**config.mk**
```make
export PLATFORM = sky130hd
export DESIGN_NAME = muldiv32
export DESIGN_NICKNAME = d
export VERILOG_FILES = /design/src/rtl/muldiv32.sv
export SDC_FILE = /design/constraint.sdc
export NUM_CORES = 1
export LEC_CHECK = 0
export CAP_MARGIN = 0
export CORE_MARGIN = 1.5
export CORE_UTILIZATION = 35
export DETAILED_ROUTE_END_ITERATION = 8
export PLACE_DENSITY_LB_ADDON = 0.12
export REMOVE_ABC_BUFFERS = 1
export SYNTH_ARGS = -nofsm -noshare
export SYNTH_HDL_FRONTEND = slang
export SYNTH_SLANG_ARGS = --single-unit
```
**constraint.sdc**
```tcl
create_clock -name clk -period 4.49 [get_ports clk]
set_clock_uncertainty 0.1 [all_clocks]
set_input_delay 0.898 -clock clk [delete_from_list [all_inputs] [get_ports clk]]
set_output_delay 0.898 -clock clk [all_outputs]
set_load 0.02 [all_outputs]
```
**src/rtl/muldiv32.sv**
```systemverilog
// ============================================================================
//  Module      : muldiv32
//  Description : Iterative 32-bit multiply/divide unit producing MIPS HI/LO.
//                Shift-add multiply and restoring divide, one step per cycle.
//  Revision    : 1.0 - initial release
// ============================================================================
`default_nettype none

module muldiv32 (
    input  logic        clk,
    input  logic        reset,
    input  logic        start,
    input  logic [1:0]  op,
    input  logic [31:0] a,
    input  logic [31:0] b,
    input  logic        hi_we,
    input  logic        lo_we,
    input  logic [31:0] wdata,
    output logic        busy,
    output logic        done,
    output logic        dz,
    output logic [31:0] hi,
    output logic [31:0] lo
);

    typedef enum logic [1:0] {
        S_IDLE = 2'd0,
        S_RUN  = 2'd1,
        S_FIX  = 2'd2
    } state_t;

    state_t      state_q, state_d;
    logic [63:0] acc_q, acc_d;
    logic [31:0] m_q, m_d;
    logic [31:0] araw_q, araw_d;
    logic [4:0]  cnt_q, cnt_d;
    logic [1:0]  op_q, op_d;
    logic        negr_q, negr_d;
    logic        negm_q, negm_d;
    logic        bz_q, bz_d;
    logic [31:0] hi_q, hi_d;
    logic [31:0] lo_q, lo_d;
    logic        done_q, done_d;
    logic        dz_q, dz_d;

    // op[0] selects signed, op[1] selects divide
    logic [31:0] abs_a, abs_b;
    assign abs_a = (op[0] && a[31]) ? (32'd0 - a) : a;
    assign abs_b = (op[0] && b[31]) ? (32'd0 - b) : b;

    // Multiply step: conditional add into the upper half, then shift right
    logic [32:0] mul_sum;
    logic [63:0] mul_next;
    assign mul_sum  = {1'b0, acc_q[63:32]} + (acc_q[0] ? {1'b0, m_q} : 33'd0);
    assign mul_next = {mul_sum, acc_q[31:1]};

    // Divide step: shift left, trial-subtract the divisor from the 33-bit partial remainder
    logic [32:0] rem_sh;
    logic [33:0] rem_diff;
    logic [63:0] div_next;
    assign rem_sh   = {acc_q[63:32], acc_q[31]};
    assign rem_diff = {1'b0, rem_sh} - {2'b00, m_q};
    assign div_next = rem_diff[33] ? {rem_sh[31:0], acc_q[30:0], 1'b0}
                                   : {rem_diff[31:0], acc_q[30:0], 1'b1};

    logic [63:0] prod_fix;
    logic [31:0] quo_fix, rem_fix;
    assign prod_fix = negr_q ? (64'd0 - acc_q) : acc_q;
    assign quo_fix  = negr_q ? (32'd0 - acc_q[31:0]) : acc_q[31:0];
    assign rem_fix  = negm_q ? (32'd0 - acc_q[63:32]) : acc_q[63:32];

    always_comb begin
        state_d = state_q;
        acc_d   = acc_q;
        m_d     = m_q;
        araw_d  = araw_q;
        cnt_d   = cnt_q;
        op_d    = op_q;
        negr_d  = negr_q;
        negm_d  = negm_q;
        bz_d    = bz_q;
        hi_d    = hi_q;
        lo_d    = lo_q;
        done_d  = 1'b0;
        dz_d    = dz_q;
        case (state_q)
            S_IDLE: begin
                if (hi_we) hi_d = wdata;
                if (lo_we) lo_d = wdata;
                if (start) begin
                    state_d = S_RUN;
                    op_d    = op;
                    negr_d  = op[0] & (a[31] ^ b[31]);
                    negm_d  = op[0] & a[31];
                    bz_d    = op[1] & (b == 32'd0);
                    araw_d  = a;
                    cnt_d   = 5'd0;
                    dz_d    = 1'b0;
                    if (op[1]) begin
                        m_d   = abs_b;
                        acc_d = {32'd0, abs_a};
                    end else begin
                        m_d   = abs_a;
                        acc_d = {32'd0, abs_b};
                    end
                end
            end
            S_RUN: begin
                acc_d = op_q[1] ? div_next : mul_next;
                cnt_d = cnt_q + 5'd1;
                if (cnt_q == 5'd31) state_d = S_FIX;
            end
            S_FIX: begin
                state_d = S_IDLE;
                done_d  = 1'b1;
                if (op_q[1]) begin
                    if (bz_q) begin
                        hi_d = araw_q;
                        lo_d = 32'hFFFF_FFFF;
                        dz_d = 1'b1;
                    end else begin
                        hi_d = rem_fix;
                        lo_d = quo_fix;
                    end
                end else begin
                    hi_d = prod_fix[63:32];
                    lo_d = prod_fix[31:0];
                end
            end
            default: state_d = S_IDLE;
        endcase
    end

    always_ff @(posedge clk) begin
        if (reset) begin
            state_q <= S_IDLE;
            acc_q   <= 64'd0;
            m_q     <= 32'd0;
            araw_q  <= 32'd0;
            cnt_q   <= 5'd0;
            op_q    <= 2'd0;
            negr_q  <= 1'b0;
            negm_q  <= 1'b0;
            bz_q    <= 1'b0;
            hi_q    <= 32'd0;
            lo_q    <= 32'd0;
            done_q  <= 1'b0;
            dz_q    <= 1'b0;
        end else begin
            state_q <= state_d;
            acc_q   <= acc_d;
            m_q     <= m_d;
            araw_q  <= araw_d;
            cnt_q   <= cnt_d;
            op_q    <= op_d;
            negr_q  <= negr_d;
            negm_q  <= negm_d;
            bz_q    <= bz_d;
            hi_q    <= hi_d;
            lo_q    <= lo_d;
            done_q  <= done_d;
            dz_q    <= dz_d;
        end
    end

    assign busy = (state_q != S_IDLE);
    assign done = done_q;
    assign dz   = dz_q;
    assign hi   = hi_q;
    assign lo   = lo_q;

endmodule

`default_nettype wire

```
==> After elaboration in Yosys (flattened, before gate mapping) <==
Index checks and enable logic that the tools add are counted.
{ "totals": {"regBits": 206, "input_bits": 103, "elab_cells": 77, "out_inout_bits": 67} }
{ "op_classes": {"n_reduce_logical": 13, "n_mux": 30, "n_bitwise": 4, "eq_ne": 9, "addsub": 8} }
{ "op_table": {"columns": ["operator", "count"], "rows": [
  ["$mux 32", 13],
  ["$mux 64", 4],
  ["$pmux 32 s2", 2],
  ["$pmux 64 s2", 1],
  ["$sub 1x32->32 const A", 4],
  ["$sub 1x64->64 const A", 1],
  ["$sub 33x32->34", 1],
  ["$add 32x32->33", 1],
  ["$logic_not 32->1", 1],
  ["$ne 2x2->1 const B", 6],
  ["$pmux 5 s2", 1],
  ["$reduce_and 2->1", 5],
  ["$reduce_bool 2->1", 3],
  ["$add 5x1->5 const B", 1],
  ["$eq 5x5->1 const B", 1],
  ["$mux 5", 1],
  ["$mux 1", 4],
  ["$mux 2", 2],
  ["$pmux 2 s2", 1],
  ["$reduce_and 4->1", 1],
  ["$and 1x1->1", 3],
  ["$eq 2x1->1 const B", 1],
  ["$eq 2x2->1 const B", 1],
  ["$logic_and 1x1->1", 2],
  ["3 further kinds", 3]
]} }

==> Longest topological paths before layout <==
Gate-level depths: netlist (run 1).
{ "logic_depth": {"depth_word": 5, "ltp_mapped": 15, "mapped_depth_nobuf": 14} }

==> Worst setup path after synthesis (run 1) <==
OpenSTA, ideal clock, no wires.
{ "synth_timing": {"path_kind": "register to register", "start": "register acc_q[0]", "end": "register hi_q[22], in the netlist hi[22]", "setup_time_ps": 114, "t_arrival_ps": 3066, "n_path_buf": 1, "path_stages_with_launch": 11, "t_required_ps": 4276, "period_less_slack_ps": 3280, "path_slack_ps": 1210, "path_cell_list": "dfxtp_1 inv_1 clkbuf_1 ha_1 or3b_2 or2_2 nor3_1 nand4_2 o41ai_1 xor2_1 a2111oi_0"} }
{ "synth_between": {"elab_chain_cells": 4} }
{ "synth_lines": {"columns": ["element", "line_no", "source"], "rows": [
  ["from (decl)", "33", "logic [63:0] acc_q, acc_d;"],
  ["from (signal assigned)", "137", "acc_q <= 64'd0;"],
  ["from (signal assigned)", "151", "acc_q <= acc_d;"],
  ["$sub 1x64->64", "68", "assign prod_fix = negr_q ? (64'd0 - acc_q) : acc_q;"],
  ["$mux 64", "68", null],
  ["$mux 32", "116", "if (op_q[1]) begin"],
  ["$pmux 32 s2", "86", "case (state_q)"],
  ["to (signal assigned)", "159", "hi_q <= hi_d;"],
  ["to (decl)", "41", "logic [31:0] hi_q, hi_d;"]
]} }
No other way between the ends.
A chain may end at the register's enable or synchronous reset.

==> Worst setup path after layout (run 1) <==
{ "layout_timing": {"start": "register acc_q[0]", "end": "register hi_q[30], in the netlist hi[30]"} }
Same word-level chain as after synthesis.

==> impl_metrics.csv, run 1 <==
group,metric,value,unit
status,result_of_the_run,"completed",
cts,post_cts_setup_buffer_count,0,
detailed_routing,met2WireLength,30.9,mm
power,vdd.ir_drop.worst,247,µV
sta,timing.final.hold_violations,0,
grt,vias_in_the_first_global_route,16200,
die,placeableCoreArea,46500,µm²
setup_path,timing.critical_path.to_type,"register",
synth,synth_seq_area_share,24.9,%
synth,synth_largest_area_cell,"sky130_fd_sc_hd__dfxtp_1",
setup_path,critPathLaunchType,"register",
place,buffer_ports.inserted,169,
cts,post_cts_resized,0,
grt,grt_antenna_before_repair,1,
detailed_routing,drt-total-wl,67.5,mm
setup_path,required_time_of_the_critical_path,4.82,ns
cells_and_area,nFillCells,4894,
sta,rsz0062_at_grt,"no",
detailed_routing,route.antenna.remaining_nets,0,
cells_and_area,syn_to_final_growth,19.6,%
detailed_routing,avgViaCountPerCell,5.81,
power,internal_power,4.04,mW
die,placement_rows,79,
setup_path,crit_path_max_incr_delay,0.49,ns
synth,postSynthAreaPerCell,7.15,µm²
setup_path,crit_path_start,"acc_q[0]",
detailed_routing,via_count,17500,
flow_run,maxCapViolations,0,
synth,ys_types,76,
sta,post-route-worst-setup-slack,0.659,ns
synth,synthDominantCellAreaShare,24.9,%
place,placed_cell_area,18800,µm²
grt,pin_count_of_the_biggest_net_entering_global_routing,74,
cells_and_area,multi_input_comb_area,11500,µm²
power,p_clk_share,37.4,%
place,placement.setup.worst_slack,0.413,ns
setup_path,critical-path-slowest-cell,"sky130_fd_sc_hd__or3b_2",
sta,slew_viol_final,0,
sta,post-route-period-util,85.3,%
detailed_routing,topRoutingLayerUsed,"met4",
cts,clock_tree.htree_level_count,1,
detailed_routing,post_drt_wl_per_cell,22.4,µm
die,initial_utilization,35.5,%
synth,yosys_warnings,0,
detailed_routing,met3WireLength,3.96,mm
synth,synth_area,16500,µm²
power,switching_share,34.5,%
cts,tritoncts,"built",
synth,synth_top_flop_cell,"sky130_fd_sc_hd__dfxtp_1",
cells_and_area,post_route_cells_drive_above_1_share,6.06,%
die,design.portCount,170,
cts,clkSinkCount,205,
min_path,hp-class,"register to register",
detailed_routing,first_iter_violations,1477,
setup_path,highest_net_fanout_along_the_worst_path,12,
synth,ys_seq_elements,205,
sta,timing.max_slew.rel_slack,20.4,%
power,share_seq_of_total_power,34.0,%
setup_path,critical_path_arrival,4.16,ns
cells_and_area,finalNetCount,2565,
cells_and_area,final-seq-area,4110,µm²
grt,grt_overflow_total,0,
power,power_per_cell_area,313,nW/µm²
cts,clock_latency,0.56,ns
detailed_routing,firstDrtPassIters,8,
setup_path,r2r-start,"acc_q[0]",
detailed_routing,drcViolationCount,0,
synth,synthCells,2305,
synth,postSynth.asyncResetShare,0,%
cells_and_area,antenna_cells,0,
power,portion_of_total_power_attributed_to_combinational_logic,28.6,%
die,design.die.area,48400,µm²
cells_and_area,final_core_utilization,42.4,%
cts,cts-buffers-inserted,27,
grt,first_pass_grt_wire_length,100,mm
power,power.switching,2.13,mW
setup_path,path_cells,"inv_1, ha_1, or3b_2, or2_2, nor3_1, buf_4, nand4_2, buf_4, nor4_1, o21ai_0, a221oi_1, nor3_1",
detailed_routing,drt-met1-wl,30.7,mm
min_path,min_from,"m_q[17]",
cts,clk_transition_reported_paths,0.06,ns
cts,cts_hold_buffers,0,
setup_path,path_class,"register to register",
sta,setup_viol,0,
place,dp.final_hpwl,51.6,mm
place,gpl.final_weighted_congestion,0.916,
grt,grt_util_all_layers,27.2,%
die,fp.dieW,220,µm
synth,synth_enable_flop_cells,0,
sta,period_needed,3.83,ns
power,leakage,7.45,nW
cts,cts.root.buffer_cell,"sky130_fd_sc_hd__clkbuf_16",
synth,synth_top_cells_by_area,"sky130_fd_sc_hd__dfxtp_1, sky130_fd_sc_hd__a21oi_1, sky130_fd_sc_hd__nand2_1",
sta,tightestPinTransition,1.19,ns
sta,fmax,0.261,GHz
cells_and_area,postLayoutCellArea,19700,µm²
cts,cts_max_path_bufs,3,
die,die_height,220,µm
-- metrics by stage --
step	hold WS, ns	power (mW)	std cells	TNS [ns]
after floorplan	0.326	3.14	2131	-8.52
after global placement	0.343	3.86	2968	0
after detailed placement	0.345	3.87	2968	0
after CTS	0.352	6.19	3017	0
after global routing	0.369	6.45	3017	0
final	0.351	6.17	3017	0
-- kinds of logic after synthesis --
logic type / share of synthesized area (%)
compound gates: 28.3
xor+xnor: 10.4
fa+ha+maj: 5.56
buf+inv: 5.66
flops: 24.9
mux: 3.30
simple gates: 21.9
-- metal layers --
metal  up-vias  global-route usage, %
li1       8428                      -
met1      8413                   37.8
met2       602                   43.9
met3        83                   3.24
met4         0                   7.71
met5         -                      0
-- worst paths after layout --
| path | cells past startpoint | endpoint | slack (ns) |
|---|---|---|---|
| max | 12 | hi[30] | 0.66 |
| min reg2reg | 2 | m_q[17] | 0.35 |
| max reg2reg | 12 | hi[30] | 0.66 |
| min | 2 | m_q[17] | 0.35 |
-- cell usage after synthesis (28+ instances only) --
master	n
sky130_fd_sc_hd__inv_1	69
sky130_fd_sc_hd__xnor2_1	98
sky130_fd_sc_hd__xor2_1	98
sky130_fd_sc_hd__ha_1	70
sky130_fd_sc_hd__nor2_1	273
sky130_fd_sc_hd__o21ai_0	144
sky130_fd_sc_hd__mux2i_1	52
sky130_fd_sc_hd__nand3_1	28
sky130_fd_sc_hd__nand2_1	300
sky130_fd_sc_hd__a21oi_1	226
sky130_fd_sc_hd__o211ai_1	41
sky130_fd_sc_hd__clkbuf_1	139
sky130_fd_sc_hd__nor3_1	44
sky130_fd_sc_hd__dfxtp_1	205
sky130_fd_sc_hd__a211oi_1	84
-- power groups by stage --
stage,sequential (mW),combinational [mW],clock [mW]
6_report,2.10,1.76,2.31
5_1_grt,2.11,1.92,2.42
3_3_place_gp,2.13,1.73,0
4_1_cts,2.10,1.75,2.35
3_5_place_dp,2.14,1.74,0
2_1_floorplan,2.15,0.990,0
-- worst max-delay path, delay by kind of cell (launching register included) --
kind / cells / cell delay, ns
adders and majority gates: 1 / 0.18
DFF: 1 / 0.37
AOI/OAI and AO/OA: 2 / 0.47
and+or+nand+nor: 6 / 1.87
buffers and inverters: 3 / 0.68
-- area by class of cell --
| cell class | instances | area share, % |
|---|---|---|
| Sequential cell | 205 | 20.8 |
| Timing Repair Buffer | 230 | 11.0 |
| Inverter | 70 | 1.33 |
| Clock inverter | 11 | 0.831 |
| Tap cell | 607 | 3.85 |
| Clock buffer | 38 | 3.84 |
| Multi-Input combinational cell | 1856 | 58.3 |
-- state kept, by name (all words and copies together), names as in the netlist --
signal / count
acc_q: 64
negm_q: 1
state_q: 2
araw_q: 32
bz_q: 1
lo: 32
op_q: 1
done: 1
negr_q: 1
cnt_q: 5
dz: 1
hi: 32
m_q: 32
-- placed cells by master (no fill, tap or decap), types with 28 or more instances in the layout --
master                            synthesis  final
sky130_fd_sc_hd__mux2i_1                 52     52
sky130_fd_sc_hd__nor2_1                 273    270
sky130_fd_sc_hd__xor2_1                  98     98
sky130_fd_sc_hd__dfxtp_1                205    202
sky130_fd_sc_hd__xnor2_1                 98     98
sky130_fd_sc_hd__buf_4                    0     59
sky130_fd_sc_hd__o21ai_0                144    144
sky130_fd_sc_hd__inv_1                   69     69
sky130_fd_sc_hd__a211oi_1                84     84
sky130_fd_sc_hd__nand3_1                 28     28
sky130_fd_sc_hd__ha_1                    70     70
sky130_fd_sc_hd__nor3_1                  44     43
sky130_fd_sc_hd__o211ai_1                41     41
sky130_fd_sc_hd__nand2_1                300    299
sky130_fd_sc_hd__clkdlybuf4s50_1          0    167
sky130_fd_sc_hd__a21oi_1                226    226
No activity file was read; power rests on OpenSTA's default activity.
==> inputs of run 2 (changes only) <==
--- a/config.mk
+++ b/config.mk
@@ -9,6 +9,7 @@
 export CORE_MARGIN = 1.5
 export CORE_UTILIZATION = 35
 export DETAILED_ROUTE_END_ITERATION = 8
+export GPL_ROUTABILITY_DRIVEN = 0
 export PLACE_DENSITY_LB_ADDON = 0.12
 export REMOVE_ABC_BUFFERS = 1
 export SYNTH_ARGS = -nofsm -noshare
==> run 2 against run 1 <==
Effect of this change: final area is 0.44% lower; non-clock buffer count stayed put; worst hold slack hardly changed; largest cell class unchanged; critical path type unchanged; largest power group is now sequential cells; combinational power hardly changed; worst setup slack worse by 0.11 ns; sequential share of layout area is 0.092 points higher; core utilization is 0.19 points lower; sequential cell count stayed put; power is 3.9% lower; die area stayed put.
==> impl_metrics.csv, run 2 (synthesis results as in run 1) <==
group,metric,value,unit
status,result_of_the_run,"completed",
setup_path,highest_net_fanout_along_the_worst_path,12,
die,initial_utilization,35.5,%
grt,vias_in_the_first_global_route,16300,
setup_path,timing.critical_path.to_type,"register",
detailed_routing,drcViolationCount,0,
setup_path,path_cells,"inv_1, ha_1, or3b_2, or2_2, nor3_1, buf_4, nand4_2, buf_4, nor4_1, o21ai_0, a221oi_1, nor3_1",
cts,tritoncts,"built",
cts,cts_max_path_bufs,3,
sta,fin_tns_setup,0,ns
detailed_routing,route.antenna.remaining_nets,0,
cells_and_area,finalNetCount,2564,
detailed_routing,avgViaCountPerCell,5.80,
cells_and_area,largest_register,"acc_q",
grt,first_pass_grt_wire_length,98.8,mm
min_path,hp-class,"register to register",
setup_path,critical_path_arrival,4.28,ns
power,finalPower,5.93,mW
cts,post_cts_setup_buffer_count,0,
die,design.die.area,48400,µm²
detailed_routing,drt-total-wl,65.5,mm
sta,fmax,0.253,GHz
detailed_routing,first_iter_violations,1472,
cts,cts-buffers-inserted,26,
cts,cts.root.buffer_cell,"sky130_fd_sc_hd__clkbuf_16",
sta,period_needed,3.95,ns
sta,timing.max_slew.rel_slack,37.1,%
setup_path,cp.buffers_inverters,3,
die,die_height,220,µm
power,vdd.ir_drop.worst,271,µV
setup_path,required_time_of_the_critical_path,4.82,ns
cts,clock_latency,0.56,ns
power,leakage,7.42,nW
grt,grt_util_all_layers,26.6,%
setup_path,critical-path-slowest-cell,"sky130_fd_sc_hd__or3b_2",
cells_and_area,final-seq-area,4110,µm²
power,power_per_cell_area,302,nW/µm²
grt,grt_overflow_total,0,
cells_and_area,final_common_cell,"sky130_fd_sc_hd__nand2_1",
detailed_routing,via_count,17500,
cells_and_area,nFillCells,4914,
sta,slew_viol_final,0,
cts,clock_tree.htree_level_count,1,
die,design.portCount,170,
place,buffer_ports.inserted,169,
flow_run,maxCapViolations,0,
sta,tightestPinTransition,0.937,ns
die,placement_rows,79,
grt,grt_antenna_before_repair,3,
setup_path,crit_path_max_incr_delay,0.49,ns
sta,post-route-period-util,87.9,%
cells_and_area,number_of_flip_flops_in_the_largest_register,64,
cells_and_area,syn_to_final_growth,19.1,%
cells_and_area,commonest_non_fill_non_tap_cells_in_the_layout,"sky130_fd_sc_hd__nand2_1, sky130_fd_sc_hd__nor2_1, sky130_fd_sc_hd__a21oi_1",
grt,pin_count_of_the_biggest_net_entering_global_routing,121,
die,fp.dieW,220,µm
cells_and_area,post_route_cells_drive_above_1_share,5.86,%
setup_path,critPathLaunchType,"register",
die,placeableCoreArea,46500,µm²
setup_path,critical-path-top-delay-family,"simple AND/OR/NAND/NOR gates",
setup_path,path_class,"register to register",
cts,clk_transition_reported_paths,0.06,ns
cts,post_cts_resized,0,
place,dp.final_hpwl,50.3,mm
detailed_routing,firstDrtPassIters,6,
sta,timing.final.hold_violations,0,
cts,clkSinkCount,205,
cts,cts_hold_buffers,0,
detailed_routing,post_drt_wl_per_cell,21.7,µm
sta,rsz0062_at_grt,"no",
cells_and_area,multi_input_comb_area,11500,µm²
sta,setup_viol,0,
==> run 2: cell count changes in the layout (fill, tap and decap cells not counted) <==
cell / previous run / this run
sky130_fd_sc_hd__clkinv_2: 4 / 5
sky130_fd_sc_hd__bufinv_16: 4 / 1
sky130_fd_sc_hd__clkinv_4: 1 / 0
sky130_fd_sc_hd__diode_2: 0 / 1
sky130_fd_sc_hd__clkbuf_1: 7 / 9
sky130_fd_sc_hd__buf_12: 2 / 3
sky130_fd_sc_hd__clkinvlp_4: 2 / 0
sky130_fd_sc_hd__buf_4: 59 / 58
==> run 2: routing by layer <==
| metal | global-route usage [%] | part of all wire [%] |
|---|---|---|
| met5 | 0 | 0.041 |
| met3 | 3.13 | 6.2 |
| met1 | 36.4 | 45 |
| met4 | 9.95 | 4.0 |
| met2 | 42.6 | 45 |
==> run 2: worst paths after layout <==
kind | slack (ns) | end | start | depth (start not counted)
min reg2reg | 0.35 | m_q[6] | m_q[6] | 2
max | 0.54 | hi[30] | acc_q[0] | 12
min | 0.35 | m_q[6] | m_q[6] | 2
max reg2reg | 0.54 | hi[30] | acc_q[0] | 12
==> run 2: final cells by class <==
| class | count | area share [%] |
|---|---|---|
| inverter | 70 | 1.34 |
| antenna | 1 | 0.0127 |
| timing repair buffer | 230 | 11.1 |
| sequential | 205 | 20.9 |
| tap | 607 | 3.87 |
| clock inverter | 6 | 0.280 |
| clock buffer | 40 | 3.89 |
| multi-input combinational | 1856 | 58.5 |
==> run 2: where the power goes <==
part           switching, mW  internal (mW)  leakage [nW]  total, mW
logic                   1.05          0.694          5.33       1.74
registers              0.154           1.95          1.69       2.10
clock network          0.869           1.22         0.406       2.09
total                   2.07           3.86          7.42       5.93
==> run 2: worst register-to-register path: cells and delay by family (launching register included) <==
family / cells / cell delay, ns
and+or+nand+nor: 6 / 1.87
buffers and inverters: 3 / 0.79
AOI/OAI and AO/OA: 2 / 0.46
DFF: 1 / 0.37
adders and majority gates: 1 / 0.21
==> run 2: stage by stage <==
| stage | cell area [µm²] | worst slack (ns) | hold WS [ns] | std cells | utilization [%] |
|---|---|---|---|---|---|
| 2_1_floorplan | 15800 | -0.469 | 0.326 | 2131 | - |
| 3_3_place_gp | 18800 | 0.485 | 0.343 | 2968 | 40.5 |
| 3_5_place_dp | 18800 | 0.457 | 0.344 | 2968 | 40.5 |
| 4_1_cts | 19600 | 0.594 | 0.351 | 3014 | 42.2 |
| 5_1_grt | 19600 | 0.319 | 0.360 | 3015 | 42.3 |
| 6_report | 19600 | 0.544 | 0.351 | 3015 | 42.3 |
==> inputs of run 3 (changes only) <==
--- a/config.mk
+++ b/config.mk
@@ -11,7 +11,6 @@
 export DETAILED_ROUTE_END_ITERATION = 8
 export GPL_ROUTABILITY_DRIVEN = 0
 export PLACE_DENSITY_LB_ADDON = 0.12
-export REMOVE_ABC_BUFFERS = 1
 export SYNTH_ARGS = -nofsm -noshare
 export SYNTH_HDL_FRONTEND = slang
 export SYNTH_SLANG_ARGS = --single-unit
==> run 3 against run 2 <==
Effect of this change: sequential share of layout area is 0.088 points lower; global-route usage is 1.7 points higher; first-iteration DRC count is 23% higher; via count is 2.7% higher; sequential power hardly changed; count of clock-buffer cells in the layout is 4 lower; non-clock buffer count is 11 higher; clock power is 2% higher; sequential cell count stayed put; power is 2.1% higher; largest cell class unchanged; die area stayed put; final area is 0.42% higher.
==> impl_metrics.csv, run 3 (synthesis results as in run 1) <==
group,metric,value,unit
status,result_of_the_run,"completed",
detailed_routing,drcViolationCount,0,
grt,pin_count_of_the_biggest_net_entering_global_routing,121,
place,buffer_ports.inserted,169,
cells_and_area,finalNetCount,2575,
cts,cts-buffers-inserted,26,
sta,period_needed,3.90,ns
die,design.die.area,48400,µm²
grt,first_pass_grt_wire_length,103,mm
flow_run,maxCapViolations,0,
setup_path,critical_path_arrival,4.24,ns
power,portion_of_total_power_attributed_to_combinational_logic,29.9,%
die,placeableCoreArea,46500,µm²
die,die_height,220,µm
cts,clk_transition_reported_paths,0.06,ns
place,dp.final_hpwl,54.3,mm
grt,grt_antenna_before_repair,1,
cells_and_area,postLayoutCellArea,19700,µm²
setup_path,highest_net_fanout_along_the_worst_path,21,
cts,tritoncts,"built",
die,design.portCount,170,
min_path,min_from,"m_q[9]",
cts,cts_max_path_bufs,3,
sta,tightestPinTransition,0.979,ns
setup_path,required_time_of_the_critical_path,4.83,ns
setup_path,path_class,"register to register",
setup_path,timing.critical_path.to_type,"register",
cts,post_cts_setup_buffer_count,0,
sta,setup_viol,0,
detailed_routing,via_count,18000,
power,vdd.ir_drop.worst,221,µV
cts,clock_tree.htree_level_count,1,
grt,grt_util_all_layers,28.3,%
detailed_routing,post_drt_wl_per_cell,23.3,µm
cts,post_cts_resized,0,
power,switching_share,35.4,%
cells_and_area,largest_register,"acc_q",
die,initial_utilization,35.5,%
die,fp.dieW,220,µm
setup_path,crit_path_start,"acc_q[43]",
sta,timing.max_slew.rel_slack,34.7,%
min_path,hp-class,"register to register",
sta,rsz0062_at_grt,"no",
sta,fmax,0.256,GHz
detailed_routing,firstDrtPassIters,8,
power,leakage,7.48,nW
place,placed_cell_area,18900,µm²
grt,vias_in_the_first_global_route,16400,
power,power.switching,2.14,mW
cts,clkSinkCount,205,
setup_path,setup_slack_on_the_worst_flop_to_flop_path,0.59,ns
die,placement_rows,79,
detailed_routing,drt-total-wl,70.4,mm
min_path,worstHoldPathCells,2,
setup_path,r2r-start,"acc_q[43]",
setup_path,critPathLaunchType,"register",
sta,slew_viol_final,0,
cts,cts.root.buffer_cell,"sky130_fd_sc_hd__clkbuf_16",
cells_and_area,post_route_cells_drive_above_1_share,6.29,%
detailed_routing,route.antenna.remaining_nets,0,
setup_path,reg2reg_depth,11,
sta,fin_tns_setup,0,ns
sta,post-route-period-util,86.9,%
detailed_routing,avgViaCountPerCell,5.94,
setup_path,r2r_end,"acc_q[38]",
cells_and_area,final_common_cell,"sky130_fd_sc_hd__nand2_1",
cts,clock_latency,0.57,ns
synth,syn_nets,2480,
power,power_per_cell_area,307,nW/µm²
sta,timing.final.hold_violations,0,
cells_and_area,commonest_non_fill_non_tap_cells_in_the_layout,"sky130_fd_sc_hd__nand2_1, sky130_fd_sc_hd__nor2_1, sky130_fd_sc_hd__a21oi_1",
cts,cts_hold_buffers,0,
min_path,worst_hold_path.endpoint,"m_q[9]",
detailed_routing,first_iter_violations,1809,
cells_and_area,syn_to_final_growth,19.6,%
cells_and_area,number_of_flip_flops_in_the_largest_register,64,
power,p_clk_share,35.2,%
power,share_seq_of_total_power,34.8,%
power,internal_power,3.91,mW
grt,grt_overflow_total,0,
==> run 3: layer usage <==
layer  track usage, %  part of all wire [%]  vias up
met1             40.4                    46     8582
met5                0                 0.038        -
met2             42.8                    43      805
li1                 -                     -     8449
met4             9.23                   3.2        2
met3             4.67                   8.0      115
==> run 3: worst max path at each step <==
stage,slack (ns),to
floorplan,1.21,hi[22]
global placement,0.43,acc_q[29]
detailed placement,0.41,acc_q[29]
CTS,0.67,acc_q[38]
global route,0.36,acc_q[39]
finish,0.59,acc_q[38]
==> run 3: worst max-delay path: stages (launching register included) <==
cell and delay [ns]:
sky130_fd_sc_hd__dfxtp_1 0.79, sky130_fd_sc_hd__ha_1 0.40, sky130_fd_sc_hd__a21oi_1 0.39, sky130_fd_sc_hd__o211ai_1 0.18, sky130_fd_sc_hd__a31oi_1 0.29, sky130_fd_sc_hd__a21oi_1 0.14
sky130_fd_sc_hd__o21ai_0 0.51, sky130_fd_sc_hd__nand2_1 0.14, sky130_fd_sc_hd__buf_4 0.27, sky130_fd_sc_hd__o211ai_1 0.19, sky130_fd_sc_hd__o21ai_0 0.12, sky130_fd_sc_hd__a22o_1 0.24
==> run 3: cell type report <==
type | count | area [µm²]
clock buffers | 36 | 748
flip-flops and latches | 205 | 4110
fillers | 4844 | 26700
clock inverters | 7 | 98.8
multi-input cells | 1856 | 11500
repair buffers | 241 | 2250
well taps | 607 | 759
inverters | 70 | 263
diodes | 2 | 5.00
==> run 3: stage by stage <==
step	hold slack [ns]	setup slack [ns]	instances	utilization, %	power (mW)
after detailed placement	0.346	0.406	2979	40.6	3.92
final	0.351	0.588	3024	42.4	6.05
after floorplan	0.332	1.21	2305	-	3.20
after global routing	0.374	0.363	3022	42.4	6.30
after CTS	0.352	0.674	3022	42.4	6.05
after global placement	0.341	0.429	2979	40.6	3.91
==> run 3: power by group through the flow <==
stage / Clock (mW) / Combinational, mW / Sequential, mW
5_1_grt: 2.23 / 1.95 / 2.12
4_1_cts: 2.17 / 1.78 / 2.10
2_1_floorplan: 0 / 1.08 / 2.12
3_5_place_dp: 0 / 1.77 / 2.14
3_3_place_gp: 0 / 1.77 / 2.14
6_report: 2.13 / 1.81 / 2.11
